## config.mk

```make
export PLATFORM = sky130hd
export DESIGN_NAME = stutter_prog
export DESIGN_NICKNAME = d
export VERILOG_FILES = /design/src/rtl/stutter_pkg.sv /design/src/rtl/stutter_cnt_core.sv /design/src/rtl/stutter_prog.sv
export SDC_FILE = /design/constraint.sdc
export NUM_CORES = 1
export LEC_CHECK = 0
export CORE_ASPECT_RATIO = 0.8
export CORE_MARGIN = 2
export CORE_UTILIZATION = 50
export DETAILED_ROUTE_END_ITERATION = 10
export PLACE_DENSITY_LB_ADDON = 0.12
export SLEW_MARGIN = 20
export SYNTH_ARGS = -nofsm -noshare
export SYNTH_HDL_FRONTEND = slang
export SYNTH_HIERARCHICAL = 1
export SYNTH_SLANG_ARGS = --single-unit
```

## constraint.sdc

```tcl
create_clock -name clk -period 2.3 [get_ports clk]
set_input_delay 0.345 -clock clk [delete_from_list [all_inputs] [get_ports clk]]
set_output_delay 0.345 -clock clk [all_outputs]
set_load 0.005 [all_outputs]
```

## src/rtl/stutter_pkg.sv

```systemverilog
// Shared types and constants for the programmable stutter tick generator.
package stutter_pkg;

    typedef enum logic [1:0] {
        IDLE = 2'd0,
        RUN  = 2'd1,
        DONE = 2'd2
    } state_t;

    localparam logic MODE_PERIODIC = 1'b0;
    localparam logic MODE_ONESHOT  = 1'b1;

endpackage

```

## src/rtl/stutter_cnt_core.sv

```systemverilog
// Count register with explicit wrap at the terminal value; clear beats advance.
module stutter_cnt_core
    import stutter_pkg::*;
#(
    parameter int WIDTH = 16
) (
    input  logic             clk,
    input  logic             reset,
    input  logic             clr,
    input  logic             adv,
    input  logic [WIDTH-1:0] term,
    output logic [WIDTH-1:0] count,
    output logic             hit
);

    logic [WIDTH-1:0] count_r;
    logic [WIDTH-1:0] count_nxt_s;

    assign hit   = (count_r == term);
    assign count = count_r;

    // Next count: clear, wrap at terminal, increment, or hold.
    always_comb begin
        count_nxt_s = count_r;
        if (clr) begin
            count_nxt_s = {WIDTH{1'b0}};
        end else if (adv) begin
            if (hit) begin
                count_nxt_s = {WIDTH{1'b0}};
            end else begin
                count_nxt_s = count_r + WIDTH'(1);
            end
        end else begin
            count_nxt_s = count_r;
        end
    end

    // Count register.
    always_ff @(posedge clk or negedge reset) begin
        if (!reset) begin
            count_r <= {WIDTH{1'b0}};
        end else begin
            count_r <= count_nxt_s;
        end
    end

endmodule

```

## src/rtl/stutter_prog.sv

```systemverilog
// Programmable terminal-count tick generator: periodic/one-shot, start/stop,
// runtime term load and carry-in for cascading.
module stutter_prog
    import stutter_pkg::*;
#(
    parameter int               WIDTH    = 16,
    parameter logic [WIDTH-1:0] TERM_RST = {WIDTH{1'b1}}
) (
    input  logic             clk,
    input  logic             reset,
    input  logic             en,
    input  logic             cin,
    input  logic             mode,
    input  logic             start,
    input  logic             stop,
    input  logic             load,
    input  logic [WIDTH-1:0] load_val,
    output logic [WIDTH-1:0] count,
    output logic             cy,
    output logic             busy,
    output logic             done
);

    state_t           state_r;
    state_t           state_nxt_s;
    logic [WIDTH-1:0] term_r;
    logic             adv_s;
    logic             ctrl_s;
    logic             hit_s;
    logic             event_s;

    // Any control pulse clears the count and masks the terminal event.
    assign ctrl_s  = load | stop | start;
    assign adv_s   = (state_r == RUN) & en & cin;
    assign event_s = adv_s & hit_s & ~ctrl_s;
    assign cy      = event_s;
    assign busy    = (state_r == RUN);
    assign done    = (state_r == DONE);

    stutter_cnt_core #(
        .WIDTH (WIDTH)
    ) u_core (
        .clk   (clk),
        .reset (reset),
        .clr   (ctrl_s),
        .adv   (adv_s),
        .term  (term_r),
        .count (count),
        .hit   (hit_s)
    );

    // Next state: stop beats start beats the terminal event.
    always_comb begin
        state_nxt_s = state_r;
        if (stop) begin
            state_nxt_s = IDLE;
        end else if (start) begin
            state_nxt_s = RUN;
        end else begin
            case (state_r)
                IDLE:    state_nxt_s = IDLE;
                RUN:     state_nxt_s = (event_s && (mode == MODE_ONESHOT)) ? DONE : RUN;
                DONE:    state_nxt_s = DONE;
                default: state_nxt_s = IDLE;
            endcase
        end
    end

    // State register.
    always_ff @(posedge clk or negedge reset) begin
        if (!reset) begin
            state_r <= IDLE;
        end else begin
            state_r <= state_nxt_s;
        end
    end

    // Terminal-count register, reloaded only by load.
    always_ff @(posedge clk or negedge reset) begin
        if (!reset) begin
            term_r <= TERM_RST;
        end else if (load) begin
            term_r <= load_val;
        end else begin
            term_r <= term_r;
        end
    end

endmodule

```

==> qor.txt, run 1 <==
via density per instance = 5.65
syn_area_per_cell = 11.1 um^2
RSZ-0062 raised after global routing = no
CTS buffer count = 5
Max-Slew Margin vs Limit = 69.6%
Leak = 1.08 nW
Inst Count DP = 264
CP peak stage delay = 0.54 ns
Die ar. = 4270 um^2
CP bufs+invs = 2
Post-Route Skew = 0.00619 ns
global-route congestion overflow total = 0
fillcell total = 255
Slew @ Worst Pin = 0.452 ns
Hold-fix buffers, CTS = 0
TritonRoute pass-1 iters = 4
Non-Filler Instances = 274
post-synth net total = 196
synthesized area = 1880 um^2
largest family of logic cells by synthesized area = simple AND/OR/NAND/NOR gates
Synth Register Bits = 34
hpwl dp = 3.44 mm
DR WL/cell = 16.9 um
Die H = 58.8 um
post-synthesis compound-gate area fraction = 7.06%
CP Max Fanout = 2
gp weighted congestion = 0.867
via count of the first global-routing pass = 1,522
Fmax = 0.463 GHz
cell accounting for the most synthesized area = dfrtp_1
mux cell area share after synthesis = 10.1%
final worst path period share = 93.8%
I/O pin count = 43
synth unique cells = 40
Worst EP required = 1.96 ns
startpoint class of the critical path = register
CTS clk-pin slew, worst paths = 0.07 ns
Worst VDD drop = 0.430 mV
setup TNS = 0 ns
endpoints failing hold = 0
Stages on worst setup path = 6
total number of vias = 1,548
status = completed
# diodes = 0
DRC Markers = 0
initial DRC count = 266
CORE AREA = 3520 um^2
Async SR Flop Fraction = 100%
H-Tree Depth = 2
Setup crit end kind = output port
max-slew violations = 0
Hold Path Class = in2async
Post-Syn Instances = 169
initial antenna violation count = 0
layout cells sized above 1 = 32.8%
Ys Warns = 6
area grow syn2layout = 36.1%
CP Launch Point = term_r[10]$_DFFE_PN1P_
XOR/XNOR Fraction of Synth Area = 11.2%
Initial Util = 53.4%
Synth top area share = 24.0%
pwr dens = 516 nW/um^2
Post-synth EDFFs = 0
critical path type = reg2out
largest cells by area after synthesis = dfrtp_1 24%, dfstp_2 22%, mux2_2 9.6%, xor2_1 8.9%, nor2_1 3.2%
clock tree buffer depth = 2
worst-path cell chain = xor2_1 -> nor4_2 -> nand4_2 -> inv_1 -> and3_1 -> dlygate4sd2_1
Num Clock Sinks = 34
Post-synth top flop = dfrtp_1
WP data arrival = 1.81 ns
Cell Rows = 19
Root Driver = clkbuf_8
min cycle time layout = 2.16 ns
r2r worst-path depth = 6
Crit-path slowest cell = dfstp_2
Routed Antenna Nets = 0
fin nets = 258
Final setup viols = 0
Reg-to-Reg Start = u_core/count[7]$_DFFE_PN0P_
# port buffers = 42
CTS tree = yes
sequential fraction of the synthesis area = 46.4%
pin count of the biggest net entering global routing = 35
MaxCap Viol Count = 0
simple-gate share of the synthesized area = 18.5%
global-route wire length before repair = 7.58 mm
Die Wd = 72.5 um
CP delay by family, top = simple AND/OR/NAND/NOR gates
Synth Area in Adders = 2.00%
Clock Latency Late Sink = 0.29 ns
drt total wl = 4.64 mm
reg2reg setup slack = 0.43 ns
Global Route Usage Sum = 24.2%
-- placed cells by master (no fill, tap or decap), types with 2 or more instances in the layout --
cell	Yosys	layout
inv_1	9	9
nor3_1	3	3
and3_1	2	2
nor4_2	4	5
dfrtp_1	18	16
nand4_1	3	3
buf_4	1	20
a31oi_1	3	3
ha_1	3	3
nand4_2	2	2
nand2_1	9	9
clkdlybuf4s50_1	0	41
o21ai_0	2	2
nand3b_1	2	2
clkbuf_8	0	5
clkinv_2	0	2
nor2_1	16	16
nand3_1	8	8
dfrtp_2	0	2
mux2_2	16	16
a21oi_1	2	2
o31ai_1	3	3
dfstp_2	16	16
xor2_1	19	19
xnor2_1	5	5
-- repair_timing --
| item | CTS | global route |
|---|---|---|
| gates resized for setup | 4 | 0 |
| buffers inserted | 2 | 0 |
| endpoints found under the setup margin | 1 | 0 |
-- layer usage --
layer | track usage (%) | up-vias | routed length [um]
met1 | 33.1 | 759 | 2100
met4 | 7.67 | 0 | 47
met3 | 8.39 | 8 | 368
met5 | 0 | - | 0
li1 | - | 713 | -
met2 | 36.2 | 68 | 2120
-- kinds of logic after synthesis --
logic type	after synthesis
flops	34
buf+inv	16
simple gates	58
mux	17
xor+xnor	24
fa+ha+maj	3
compound gates	17
-- final cells by class --
type | instances | area (um^2) | area share (%)
timing repair buffer | 62 | 569 | 22.3
clock inverter | 2 | 10.0 | 0.392
clock buffer | 6 | 93.8 | 3.67
tap | 42 | 52.6 | 2.06
sequential | 34 | 873 | 34.2
inverter | 9 | 33.8 | 1.32
multi-input combinational | 119 | 923 | 36.1
-- path summary, 6_finish.rpt --
| path | end |
|---|---|
| max in group asynchronous | term_r[0]$_DFFE_PN1P_ |
| hold reg to reg | u_core/count[15]$_DFFE_PN0P_ |
| min in group clk | u_core/count[15]$_DFFE_PN0P_ |
| setup / recovery | cy |
| setup reg to reg | u_core/count[12]$_DFFE_PN0P_ |
| hold / removal | state_r[0]$_DFF_PN0_ |
-- Yosys cell counts, types with 2 or more instances --
library cell  number
a21oi_1            2
a31oi_1            3
and3_1             2
buf_2              3
buf_6              3
dfrtp_1           18
dfstp_2           16
ha_1               3
inv_1              9
mux2_2            16
nand2_1            9
nand3_1            8
nand3b_1           2
nand4_1            3
nand4_2            2
nor2_1            16
nor3_1             3
nor4_2             4
o21ai_0            2
o31ai_1            3
xnor2_1            5
xor2_1            19
-- power by group --
part,switching [W],internal (W)
clock,0.000228,0.000275
combinational,0.0000609,0.0000836
sequential,0.0000220,0.000649
-- flip-flops by register name, indices dropped and copies added, names as in the netlist --
register	count
state_r	2
u_core/count	16
term_r	16
-- stage by stage --
step | hold WS, ns | total power, W | cell area [um^2] | setup WS [ns] | utilization, %
final | 0.457 | 0.00132 | 2560 | 0.142 | 72.7
after global routing | 0.493 | 0.00138 | 2560 | 0.0195 | 72.7
after CTS | 0.468 | 0.00133 | 2560 | 0.105 | 72.7
after detailed placement | 0.573 | 0.000826 | 2430 | 0.141 | 69.1
after global placement | 0.541 | 0.000818 | 2430 | 0.176 | 69.1
after floorplan | 0.0494 | 0.000750 | 1880 | 0.433 | -
Power figures use the tool's default switching activity.
==> run 2, diff against run 1 <==
SYNTH_HIERARCHICAL = default   (was 1)
==> run 2 against run 1 <==
Critical path type is now reg2reg. Critical endpoint is now state_r[0]$_DFF_PN0_. Flip-flop and latch count is the same. Register-to-register slack lost 0.29 ns. Cell count grew 4.4%. Highest routed layer unchanged. Global-route usage grew 2.4 points. Area after synthesis shrank 1.2%. Maximum frequency is essentially flat.
==> qor.txt, run 2 <==
Post-synth EDFFs = 0 (unchanged)
CP peak stage delay = 0.55 ns (was 0.54 ns)
clock tree buffer depth = 2 (unchanged)
Reg-to-Reg Start = term_r[6]$_DFFE_PN1P_ (was u_core/count[7]$_DFFE_PN0P_)
CTS clk-pin slew, worst paths = 0.07 ns (about the same)
RSZ-0062 raised after global routing = no (unchanged)
most frequent cells in the layout = 41 x clkdlybuf4s50_1, 31 x buf_4, 18 x dfrtp_1 (was 41 x clkdlybuf4s50_1, 20 x buf_4, 19 x xor2_1)
syn_area_per_cell = 10.7 um^2 (was 11.1 um^2)
Async SR Flop Fraction = 100% (unchanged)
setup TNS = 0 ns (unchanged)
worst-path cell chain = xor2_2 -> nor4_2 -> buf_4 -> nand4_1 -> nor2_2 -> buf_4 -> buf_6 -> buf_4 -> buf_4 -> buf_4 -> buf_4 -> a211oi_2 (was xor2_1 -> nor4_2 -> nand4_2 -> inv_1 -> and3_1 -> dlygate4sd2_1)
Worst EP required = 2.47 ns (was 1.96 ns)
setup ws final = 0.144 ns (was 0.142 ns)
Fmax = 0.464 GHz (was 0.463 GHz)
Hold Path Class = in2async (unchanged)
Post-Syn Instances = 174 (was 169)
top cells by count, synth = 18 x dfrtp_1, 16 x dfstp_2, 16 x mux2_2, 16 x xor2_1, 13 x nand3_1 (was 19 x xor2_1, 18 x dfrtp_1, 16 x dfstp_2, 16 x mux2_2, 16 x nor2_1)
Leak = 1.10 nW (was 1.08 nW)
Final setup viols = 0 (unchanged)
total number of vias = 1,684 (was 1,548)
Die Wd = 72.1 um (was 72.5 um)
WP data arrival = 2.33 ns (was 1.81 ns)
MaxCap Viol Count = 0 (unchanged)
synth unique cells = 32 (was 40)
Synth top area share = 24.3% (was 24.0%)
Post-synth top flop = dfrtp_1 (unchanged)
final worst path period share = 93.7% (was 93.8%)
Worst VDD drop = 0.434 mV (was 0.430 mV)
critical path type = reg2reg (was reg2out)
# diodes = 0 (unchanged)
cell accounting for the most synthesized area = dfrtp_1 (unchanged)
DR WL/cell = 17.1 um (was 16.9 um)
Initial Util = 53.1% (was 53.4%)
CP Launch Point = term_r[6]$_DFFE_PN1P_ (was term_r[10]$_DFFE_PN1P_)
status = completed (unchanged)
max-slew violations = 0 (unchanged)
post-synth net total = 201 (was 196)
sequential share of power = 52.1% (was 50.9%)
most frequent cell after synthesis = dfrtp_1 (was xor2_1)
global-route wire length before repair = 8.37 mm (was 7.58 mm)
startpoint class of the critical path = register (unchanged)
global-route congestion overflow total = 0 (unchanged)
layout cells sized above 1 = 34.4% (was 32.8%)
Ys Warns = 0 (was 6)
# port buffers = 42 (unchanged)
drt total wl = 4.89 mm (was 4.64 mm)
most frequent cell on the critical path = buf_4
gp weighted congestion = 0.817 (was 0.867)
CP Max Fanout = 2 (unchanged)
Max-Slew Margin vs Limit = 66.9% (was 69.6%)
Cell Rows = 19 (unchanged)
most common cell after layout, fill and taps aside = clkdlybuf4s50_1 (unchanged)
Slew @ Worst Pin = 0.492 ns (was 0.452 ns)
Clk pwr share = 35.8% (was 38.2%)
Die ar. = 4220 um^2 (was 4270 um^2)
via density per instance = 5.89 (was 5.65)
min cycle time layout = 2.16 ns (about the same)
pwr dens = 489 nW/um^2 (was 516 nW/um^2)
pre-CTS setup slack = 0.00238 ns (was 0.141 ns)
H-Tree Depth = 2 (unchanged)
sequential fraction of the synthesis area = 46.9% (was 46.4%)
DRC Markers = 0 (unchanged)
Global Route Usage Sum = 26.6% (was 24.2%)
I/O pin count = 43 (unchanged)
CORE AREA = 3490 um^2 (was 3520 um^2)
Sw Ratio = 23.9% (was 23.6%)
TritonRoute pass-1 iters = 4 (unchanged)
synthesized area = 1860 um^2 (was 1880 um^2)
CTS tree = yes (unchanged)
Clock Latency Late Sink = 0.29 ns (about the same)
via count of the first global-routing pass = 1,735 (was 1,522)
area grow syn2layout = 42.0% (was 36.1%)
Root Driver = clkbuf_8 (unchanged)
Num Clock Sinks = 34 (unchanged)
Crit-path slowest cell = dfstp_2 (unchanged)
Post-Route Skew = 0.00874 ns (was 0.00619 ns)
endpoints failing hold = 0 (unchanged)
CTS buffer count = 5 (unchanged)
sw power = 0.000307 W (was 0.000311 W)
initial antenna violation count = 0 (unchanged)
Cell Int Power = 0.000981 W (was 0.00101 W)
pin count of the biggest net entering global routing = 35 (unchanged)
Die H = 58.5 um (was 58.8 um)
combinational share of power = 12.0% (was 11.0%)
Synth Register Bits = 34 (unchanged)
Setup crit end kind = register (was output port)
fin nets = 270 (was 258)
largest cells by area after synthesis = dfrtp_1 24%, dfstp_2 23%, mux2_2 9.7%, xor2_1 7.6%, nand3_1 3.5% (was dfrtp_1 24%, dfstp_2 22%, mux2_2 9.6%, xor2_1 8.9%, nor2_1 3.2%)
initial DRC count = 148 (was 266)
hpwl dp = 3.42 mm (was 3.44 mm)
Routed Antenna Nets = 0 (unchanged)
[run 2: changes by cell type after synthesis, moves of 4 or more]
cell	previous run	this run
a31oi_1	3	7
nor2_1	16	1
nand3_1	8	13
nand4_1	3	10
nor4_2	4	0
o22ai_1	0	5
xnor2_1	5	0
nor4_1	1	6
[run 2: cell families after synthesis]
| kind of cell | after synthesis | share of synthesized area (%) |
|---|---|---|
| xor gates and xnor gates | 16 | 7.55 |
| and+or+nand+nor | 55 | 16.9 |
| adders and majority gates | 3 | 2.02 |
| buffers and inverters | 23 | 6.61 |
| DFF | 34 | 46.9 |
| AOI/OAI and AO/OA | 27 | 10.2 |
| muxes | 16 | 9.71 |
[run 2: power by group through the flow]
stage,Clock [W],Combinational (W),Sequential (W)
6_report,0.000462,0.000155,0.000672
5_1_grt,0.000485,0.000171,0.000676
4_1_cts,0.000468,0.000149,0.000670
3_5_place_dp,0,0.000145,0.000681
3_3_place_gp,0,0.000140,0.000678
2_1_floorplan,0,0.0000728,0.000674
[run 2: worst paths after layout]
path | slack (ns) | end | cells after the start
setup / recovery | 0.14 | state_r[0]$_DFF_PN0_ | 12
hold / removal | 0.47 | u_core.count[15]$_DFFE_PN0P_ | 2
setup reg to reg | 0.14 | state_r[0]$_DFF_PN0_ | 12
hold reg to reg | 0.61 | state_r[1]$_DFF_PN0_ | 2
max in group asynchronous | 1.49 | term_r[11]$_DFFE_PN1P_ | 2
min in group clk | 0.61 | state_r[1]$_DFF_PN0_ | 2
[run 2: worst max-delay path, delay by kind of cell, from the launching register on]
kind | cells | cell delay (ns)
simple gates | 3 | 0.60
buf+inv | 7 | 0.76
xor+xnor | 1 | 0.07
compound gates | 1 | 0.06
flops | 1 | 0.55
[run 2: per-stage QoR]
stage	area [um^2]	total power [W]	util, %	hold slack [ns]	std cells
floorplan	1860	0.000747	-	0.0494	174
global placement	2440	0.000819	69.9	0.557	272
detailed placement	2440	0.000826	69.9	0.587	272
CTS	2590	0.00129	74.1	0.482	286
global route	2640	0.00133	75.4	0.515	286
finish	2640	0.00129	75.4	0.466	286
[run 2: repair_timing]
| action | in CTS | in global routing |
|---|---|---|
| setup endpoints to repair | 1 | 4 |
| hold buffers | 0 | 0 |
| setup buffers | 6 | 0 |
| gates resized for setup | 3 | 11 |
| pin swaps | 2 | 4 |
| hold endpoints to repair | 0 | 0 |
[run 2: per-layer routing]
metal,vias to the layer above,part of all wire [%],GRT usage (%)
met4,0,2.4,12.4
met3,13,10,6.51
met5,-,0,0
met2,92,45,41.7
met1,800,43,35.0
li1,779,-,-
[run 2: final cells by class]
cell class,count,area (um^2)
Multi-Input combinational cell,117,920
Sequential cell,34,871
Fill cell,246,860
Timing Repair Buffer,74,659
Clock buffer,7,86.3
Tap cell,42,52.6
Inverter,11,41.3
Clock inverter,1,5.00
==> run 3, diff against run 2 <==
HOLD_SLACK_MARGIN = 0.08   (was default)
==> results of run 3 <==
Final layout, timing and power as in run 2 (identical DEF).
